$ cat src/rtl/imm_enc_if.sv
// Request/response bundle for imm_encoder.
// master drives requests and out_ready; slave is the encoder.
interface imm_enc_if;
    logic        in_valid;
    logic        in_ready;
    logic [2:0]  imm_src;
    logic [31:0] imm;
    logic [31:0] base_instr;
    logic        out_valid;
    logic        out_ready;
    logic [31:0] instr;
    logic        out_err;

    modport master (
        output in_valid,
        output imm_src,
        output imm,
        output base_instr,
        output out_ready,
        input  in_ready,
        input  out_valid,
        input  instr,
        input  out_err
    );

    modport slave (
        input  in_valid,
        input  imm_src,
        input  imm,
        input  base_instr,
        input  out_ready,
        output in_ready,
        output out_valid,
        output instr,
        output out_err
    );
endinterface

$ cat src/rtl/imm_encoder.sv
// Scatters an immediate into RV32I I/S/B/J/U bit positions over base_instr.
// Two-stage valid/ready pipeline with full backpressure.
// Ports: clk, reset (sync, active-high), bus (imm_enc_if.slave:
//   in_valid/in_ready/imm_src/imm/base_instr, out_valid/out_ready/instr/out_err),
//   enc_count (completed output handshakes, wraps).
// Optional macro IMM_ENC_RANGE_CHECK_EN enables out_err range/alignment checks;
// without it out_err is tied to 0 and no check logic exists.
module imm_encoder #(
    parameter int CNT_W = 16
) (
    input  logic             clk,
    input  logic             reset,
    imm_enc_if.slave         bus,
    output logic [CNT_W-1:0] enc_count
);

    localparam logic [2:0] SRC_I = 3'b000;
    localparam logic [2:0] SRC_S = 3'b001;
    localparam logic [2:0] SRC_B = 3'b010;
    localparam logic [2:0] SRC_J = 3'b011;
    localparam logic [2:0] SRC_U = 3'b100;

    logic             s1_valid_q, s1_valid_d;
    logic [2:0]       s1_src_q, s1_src_d;
    logic [31:0]      s1_imm_q, s1_imm_d;
    logic [31:0]      s1_base_q, s1_base_d;
    logic             out_valid_q, out_valid_d;
    logic [31:0]      instr_q, instr_d;
    logic [CNT_W-1:0] cnt_q, cnt_d;

    logic        s1_adv;
    logic        in_rdy;
    logic        s1_load;
    logic        s2_load;
    logic [31:0] instr_enc;

    // Stage 1 moves on whenever stage 2 is empty or draining this cycle.
    assign s1_adv  = !out_valid_q || bus.out_ready;
    assign in_rdy  = !s1_valid_q || s1_adv;
    assign s1_load = bus.in_valid && in_rdy;
    assign s2_load = s1_valid_q && s1_adv;

    always_comb begin
        instr_enc = s1_base_q;
        unique case (s1_src_q)
            SRC_I: begin
                instr_enc[31:20] = s1_imm_q[11:0];
            end
            SRC_S: begin
                instr_enc[31:25] = s1_imm_q[11:5];
                instr_enc[11:7]  = s1_imm_q[4:0];
            end
            SRC_B: begin
                instr_enc[31]    = s1_imm_q[12];
                instr_enc[30:25] = s1_imm_q[10:5];
                instr_enc[11:8]  = s1_imm_q[4:1];
                instr_enc[7]     = s1_imm_q[11];
            end
            SRC_J: begin
                instr_enc[31]    = s1_imm_q[20];
                instr_enc[30:21] = s1_imm_q[10:1];
                instr_enc[20]    = s1_imm_q[11];
                instr_enc[19:12] = s1_imm_q[19:12];
            end
            SRC_U: begin
                instr_enc[31:12] = s1_imm_q[31:12];
            end
            default: begin
                instr_enc = s1_base_q;
            end
        endcase
    end

    always_comb begin
        s1_valid_d  = s1_valid_q;
        s1_src_d    = s1_src_q;
        s1_imm_d    = s1_imm_q;
        s1_base_d   = s1_base_q;
        out_valid_d = out_valid_q;
        instr_d     = instr_q;
        cnt_d       = cnt_q;
        if (in_rdy) begin
            s1_valid_d = bus.in_valid;
        end
        if (s1_load) begin
            s1_src_d  = bus.imm_src;
            s1_imm_d  = bus.imm;
            s1_base_d = bus.base_instr;
        end
        if (s1_adv) begin
            out_valid_d = s1_valid_q;
        end
        if (s2_load) begin
            instr_d = instr_enc;
        end
        if (out_valid_q && bus.out_ready) begin
            cnt_d = cnt_q + 1'b1;
        end
    end

    always_ff @(posedge clk) begin
        if (reset) begin
            s1_valid_q  <= 1'b0;
            s1_src_q    <= 3'b000;
            s1_imm_q    <= 32'h0;
            s1_base_q   <= 32'h0;
            out_valid_q <= 1'b0;
            instr_q     <= 32'h0;
            cnt_q       <= '0;
        end else begin
            s1_valid_q  <= s1_valid_d;
            s1_src_q    <= s1_src_d;
            s1_imm_q    <= s1_imm_d;
            s1_base_q   <= s1_base_d;
            out_valid_q <= out_valid_d;
            instr_q     <= instr_d;
            cnt_q       <= cnt_d;
        end
    end

`ifdef IMM_ENC_RANGE_CHECK_EN
    localparam logic signed [31:0] IS_MIN = -32'sd2048;
    localparam logic signed [31:0] IS_MAX = 32'sd2047;
    localparam logic signed [31:0] B_MIN  = -32'sd4096;
    localparam logic signed [31:0] B_MAX  = 32'sd4094;
    localparam logic signed [31:0] J_MIN  = -32'sd1048576;
    localparam logic signed [31:0] J_MAX  = 32'sd1048574;

    logic               err_chk;
    logic signed [31:0] simm;
    logic               s1_err_q, s1_err_d;
    logic               err_q, err_d;

    assign simm = bus.imm;

    // Checked on the raw request so the flag travels with its data.
    always_comb begin
        err_chk = 1'b0;
        unique case (bus.imm_src)
            SRC_I, SRC_S: err_chk = (simm < IS_MIN) || (simm > IS_MAX);
            SRC_B: err_chk = (simm < B_MIN) || (simm > B_MAX) || bus.imm[0];
            SRC_J: err_chk = (simm < J_MIN) || (simm > J_MAX) || bus.imm[0];
            SRC_U: err_chk = (bus.imm[11:0] != 12'h000);
            default: err_chk = 1'b1;
        endcase
    end

    always_comb begin
        s1_err_d = s1_err_q;
        err_d    = err_q;
        if (s1_load) begin
            s1_err_d = err_chk;
        end
        if (s2_load) begin
            err_d = s1_err_q;
        end
    end

    always_ff @(posedge clk) begin
        if (reset) begin
            s1_err_q <= 1'b0;
            err_q    <= 1'b0;
        end else begin
            s1_err_q <= s1_err_d;
            err_q    <= err_d;
        end
    end

    assign bus.out_err = err_q;
`else
    assign bus.out_err = 1'b0;
`endif

    assign bus.in_ready  = in_rdy;
    assign bus.out_valid = out_valid_q;
    assign bus.instr     = instr_q;
    assign enc_count     = cnt_q;

endmodule

$ cat src/flat_wrapper.sv
// flat-port wrapper written by rule: the top's interface ports become plain ports
module imm_encoder_flat 
#(
    parameter int CNT_W = 16
)
  (clk, reset, enc_count, bus_in_valid, bus_imm_src, bus_imm, bus_base_instr, bus_out_ready, bus_in_ready, bus_out_valid, bus_instr, bus_out_err);
  imm_enc_if bus_i ();
  input  logic clk;
  input  logic reset;
  output logic [CNT_W-1:0] enc_count;
  input wire logic [$bits(bus_i.in_valid)-1:0] bus_in_valid;
  input wire logic [$bits(bus_i.imm_src)-1:0] bus_imm_src;
  input wire logic [$bits(bus_i.imm)-1:0] bus_imm;
  input wire logic [$bits(bus_i.base_instr)-1:0] bus_base_instr;
  input wire logic [$bits(bus_i.out_ready)-1:0] bus_out_ready;
  output wire logic [$bits(bus_i.in_ready)-1:0] bus_in_ready;
  output wire logic [$bits(bus_i.out_valid)-1:0] bus_out_valid;
  output wire logic [$bits(bus_i.instr)-1:0] bus_instr;
  output wire logic [$bits(bus_i.out_err)-1:0] bus_out_err;
  assign bus_i.in_valid = bus_in_valid;
  assign bus_i.imm_src = bus_imm_src;
  assign bus_i.imm = bus_imm;
  assign bus_i.base_instr = bus_base_instr;
  assign bus_i.out_ready = bus_out_ready;
  assign bus_in_ready = bus_i.in_ready;
  assign bus_out_valid = bus_i.out_valid;
  assign bus_instr = bus_i.instr;
  assign bus_out_err = bus_i.out_err;
  imm_encoder #(.CNT_W(CNT_W)) u_core (.clk(clk), .reset(reset), .bus(bus_i), .enc_count(enc_count));
endmodule
$ cat config.mk
export PLATFORM = sky130hd
export DESIGN_NAME = imm_encoder_flat
export DESIGN_NICKNAME = d
export VERILOG_FILES = /design/src/rtl/imm_enc_if.sv /design/src/rtl/imm_encoder.sv /design/src/flat_wrapper.sv
export SDC_FILE = /design/constraint.sdc
export NUM_CORES = 1
export LEC_CHECK = 0
export CORE_MARGIN = 2
export CORE_UTILIZATION = 52
export CTS_CLUSTER_SIZE = 25
export DETAILED_ROUTE_END_ITERATION = 6
export PLACE_DENSITY = 0.84
export REMOVE_ABC_BUFFERS = 1
export SYNTH_ARGS = -nofsm -noshare
export SYNTH_HDL_FRONTEND = slang
export SYNTH_SLANG_ARGS = --single-unit
$ cat constraint.sdc
create_clock -name clk -period 3.24 [get_ports clk]
set_input_delay 0.648 -clock clk [delete_from_list [all_inputs] [get_ports clk]]
set_output_delay 0.648 -clock clk [all_outputs]
set_load 0.02 [all_outputs]
### Word level (Yosys, flattened, before mapping)

Cells that the tools add are included.

| cells by class | value |
|---|---|
| equal/unequal tests | 4 |
| mux-type cells | 4 |
| reductions and logical operators | 10 |
| add/sub/neg operators | 1 |

Operators by type and width:

| kind | number |
|---|---|
| $pmux W7 S4 | 1 |
| $add A16 B1 Y16 const B | 1 |
| $pmux W5 S3 | 1 |
| $pmux W5 S2 | 1 |
| $mux W8 | 1 |
| $eq A3 B2 Y1 const B | 2 |
| $reduce_or A2 Y1 | 2 |
| $eq A3 B1 Y1 const B | 1 |
| $eq A3 B3 Y1 const B | 1 |
| $logic_and A1 B1 Y1 | 3 |
| $logic_not A3 Y1 | 1 |
| $logic_not A1 Y1 | 2 |
| $logic_or A1 B1 Y1 | 2 |

| word-level totals | value |
|---|---|
| output and inout bits | 51 |
| register bits after elaboration | 117 |
| input port bits | 71 |
| word-level logic and storage cells | 26 |

### Longest topological paths before layout

| logic depth | value |
|---|---|
| depth in word-level cells | 4 |
| mapped depth | 7 |
| mapped depth without buffers | 5 |

### Worst setup path after synthesis

Ideal clock, no wire load.

| timing path | value |
|---|---|
| path type | in2reg |
| start point | input port bus_out_ready |
| end point | register u_core.s1_base_q[30] |
| data required time | 3,108 ps |
| path buffers | 3 |
| library setup time | 132 ps |
| stages | 7 |
| path slack | 1,388 ps |
| data arrival time | 1,720 ps |
| path through | nand3b_1 and2_1 clkbuf_1 buf_4 buf_4 nand2_1 a21oi_1 |

| on the way | value |
|---|---|
| longest elaborated chain between the ends | 3 |

Ends and longest elaborated chain:

| item | RTL line | RTL |
|---|---|---|
| from (decl) | flat_wrapper.sv:15 | `input wire logic [$bits(bus_i.out_ready)-1:0] bus_out_ready;` |
| $logic_or A1 B1 Y1 | imm_encoder.sv:38 | `assign s1_adv = !out_valid_q \|\| bus.out_ready;` |
| $logic_or A1 B1 Y1 | imm_encoder.sv:39 | `assign in_rdy = !s1_valid_q \|\| s1_adv;` |
| $logic_and A1 B1 Y1 | imm_encoder.sv:40 | `assign s1_load = bus.in_valid && in_rdy;` |
| to (signal assigned) | imm_encoder.sv:114 | `s1_base_q <= s1_base_d;` |
| to (decl) | imm_encoder.sv:26 | `logic [31:0] s1_base_q, s1_base_d;` |

Every way passes these cells.
A chain may end at the register's enable or synchronous reset.

### Final worst setup path

| timing path | value |
|---|---|
| start point | input port bus_out_ready |
| end point | output port bus_in_ready |

| on the way | value |
|---|---|
| longest elaborated chain between the ends | 2 |

Ends and longest elaborated chain:

| item | RTL line | RTL |
|---|---|---|
| $logic_or A1 B1 Y1 | imm_encoder.sv:38 |  |
| $logic_or A1 B1 Y1 | imm_encoder.sv:39 |  |
| to (decl) | flat_wrapper.sv:16 | `output wire logic [$bits(bus_i.in_ready)-1:0] bus_in_ready;` |

Every way passes these cells.

==> flow_summary.yaml <==
status:
  status: "finished clean"
placed_design:
  place_ws_ns: 0.485
  dp_hpwl_um: 7670
  gp_congestion: 0.828
  portBuffers: 120
clock_network:
  cts_made_buffers: 17
  cts_root_buf: "clkbuf_8"
  clock_sinks: 117
  clk_latency_ns: 0.52
  clk_pin_slew_ns: 0.05
  cts_tree: "built"
  htree_levels: 4
  cts_max_path_buffers: 2
  cts_resized: 0
  cts_hold_buf: 0
  post-cts-setup-buffers: 0
floorplan:
  fp.coreArea_sq_um: 8760
  io_pins: 122
  start_util_pct: 53.9
  rows: 34
  die_y_um: 99.3
  die_x_um: 99.3
  die_area_sq_um: 9860
finish:
  drive_gt1_share_pct: 8.58
  antenna_cells: 0
  final_nets: 758
  syn2layout_area_growth_pct: 39.8
sta:
  drv_slew: 0
  slew_headroom_pct: 25.8
  grt_setup_unrepaired: "false"
  finalCritPeriodShare_pct: 85.5
  hold_viol: 0
  post-route-min-period_ns: 2.77
  fin_ws_ns: 0.470
  finalSetupViolCount: 0
  fin_setup_tns_ns: 0
  timing.fmax_mhz: 361
  worst_pin_slew_ns: 1.11
  skew_ns: 0.0134
routing:
  wire_per_inst_um: 15.0
  initialDrtViolationCount: 226
  num_vias: 4425
  drtPass1Iterations: 5
  drt_wl_total_um: 12100
  vias_per_cell: 5.48
  drt.antenna.violating_nets: 0
  drc: 0
yosys:
  synth_warnings: 0
  synth-main-ff-cell: "dfxtp_1"
  ys_ff_latch: 117
  yosysTopAreaCellShare_pct: 49.6
  syn_inst: 583
  syn_area_sq_um: 4720
  ys_seq_area_share_pct: 49.6
  synth_cell_types: 45
  synth_top_cell_by_area: "dfxtp_1"
  synthTopCellsByArea: "dfxtp_1 (50%), nand2_1 (14%), a21oi_1 (8.8%)"
  async_flop_share_pct: 0
  synth_edf_count: 0
  syn_avg_cell_area_sq_um: 8.10
worst_setup_path:
  start_kind: "input pin"
  ff2ff_path_depth: 4
  worst-endpoint-arrival_ns: 2.12
  crit_type: "in2out"
  worst_ep_required_time_ns: 2.59
  cp-end-kind: "output pin"
  path_max_fanout: 8
worst_hold_path:
  worst_hold_path.num_cells: 2
  hp-class: "reg2reg"
power:
  power_frac_seq_pct: 38.7
  p_comb_share_pct: 10.2
  peakVddDrop_mv: 0.445
  clock_power_share_pct: 51.1
  p_switching_w: 0.000922
  switching_share_pct: 22.9
  leakagePower_nw: 2.39
  intPower_w: 0.00310
  p_per_area_nw_per_um2: 609
global_route:
  antenna_found_initial: 0
  grt_pass1_wl_um: 19700
  grt_overflow: 0
  grt.total_usage_pct: 24.8
  grt_pass1_vias: 4271
  grt_max_degree: 108
flow_run:
  cap_viol_max_count: 0
-- placed cells by master (no fill, tap or decap), drive strengths merged, types with 7 or more instances in the layout --
master           n
nand2          174
buf              8
mux2i           10
a21oi           83
nor2            45
a211oi           9
nand4            7
a311oi          11
clkbuf          21
dfxtp          117
o21ai           11
clkdlybuf4s50  119
nand3           12
-- path summary, 6_finish.rpt --
check | endpoint | start | slack, ns
setup / recovery | bus_in_ready | bus_out_ready | 0.47
hold / removal | u_core.s1_base_q[14] | u_core.s1_base_q[14] | 0.45
setup reg to reg | u_core.bus.instr[14] | u_core.s1_src_q[0] | 1.42
hold reg to reg | u_core.s1_base_q[14] | u_core.s1_base_q[14] | 0.45
-- power groups by stage --
stage          combinational [W]  clock (W)  sequential [W]
2_1_floorplan           0.000167          0         0.00161
3_3_place_gp            0.000399          0         0.00158
3_5_place_dp            0.000409          0         0.00158
4_1_cts                 0.000414    0.00207         0.00156
5_1_grt                 0.000449    0.00213         0.00156
6_report                0.000411    0.00205         0.00156
-- worst max-delay path: stages --
cell             delay (ns)
clkdlybuf4s50_1        0.60
nand3b_1               0.23
clkdlybuf4s50_1        0.64
-- cell type report --
cell class,count,area [sq um]
sequential,117,2340
multi-input combinational,419,2160
fill,622,2160
timing repair buffer,127,1290
clock buffer,21,459
clock inverter,11,198
tap,108,135
inverter,4,15.0
-- cell usage after synthesis, types with 2 or more instances --
cell and n:
nand2_1 173, dfxtp_1 117, a21oi_1 83, nor2_1 44, clkbuf_1 18, buf_2 15
nand3_1 12, a311oi_1 11, mux2i_1 9, o21ai_0 9, a211oi_2 8, nand4_1 7
a31o_2 6, xnor2_1 6, xor2_1 6, buf_4 5, o22ai_1 5, a221o_1 4
buf_1 4, inv_1 4, and4_1 3, nand3b_1 3, nor3_1 3, or3_1 3
and2_1 2, nand2b_1 2, nor4_1 2, o21ai_1 2
-- metrics by stage --
| step | std cells | total power (W) | cell area [sq um] | hold slack (ns) | utilization [%] |
|---|---|---|---|---|---|
| finish | 807 | 0.00402 | 6600 | 0.451 | 75.3 |
| global route | 807 | 0.00415 | 6600 | 0.469 | 75.3 |
| CTS | 807 | 0.00404 | 6600 | 0.453 | 75.3 |
| detailed placement | 775 | 0.00199 | 5950 | 0.445 | 67.8 |
| global placement | 775 | 0.00198 | 5950 | 0.438 | 67.8 |
| floorplan | 540 | 0.00177 | 4520 | 0.425 | - |
-- per-layer routing --
metal | vias up | wire, um | track usage [%]
li1 | 2187 | - | -
met1 | 2065 | 4890 | 29.3
met2 | 156 | 6030 | 41.8
met3 | 17 | 1030 | 9.21
met4 | 0 | 121 | 8.22
met5 | - | 0 | 0
-- cells by family (layout without fill, tap and decap cells) --
group / count (synthesis) / after routing / share of synthesized area [%]
simple gates: 261 / 261 / 23.0
buf+inv: 47 / 163 / 4.69
fa+ha+maj: 1 / 1 / 0.265
compound gates: 133 / 133 / 17.6
flops: 117 / 117 / 49.6
mux: 11 / 11 / 2.62
other cells: 1 / 1 / 0.0794
xor+xnor: 12 / 12 / 2.22
-- sequential cells by signal (all words and copies together) (netlist names) --
register              flops
u_core.bus.out_valid      1
u_core.s1_base_q         32
u_core.s1_imm_q          32
u_core.s1_src_q           3
u_core.bus.instr         32
u_core.enc_count         16
u_core.s1_valid_q         1
Power figures use the tool's default switching activity.
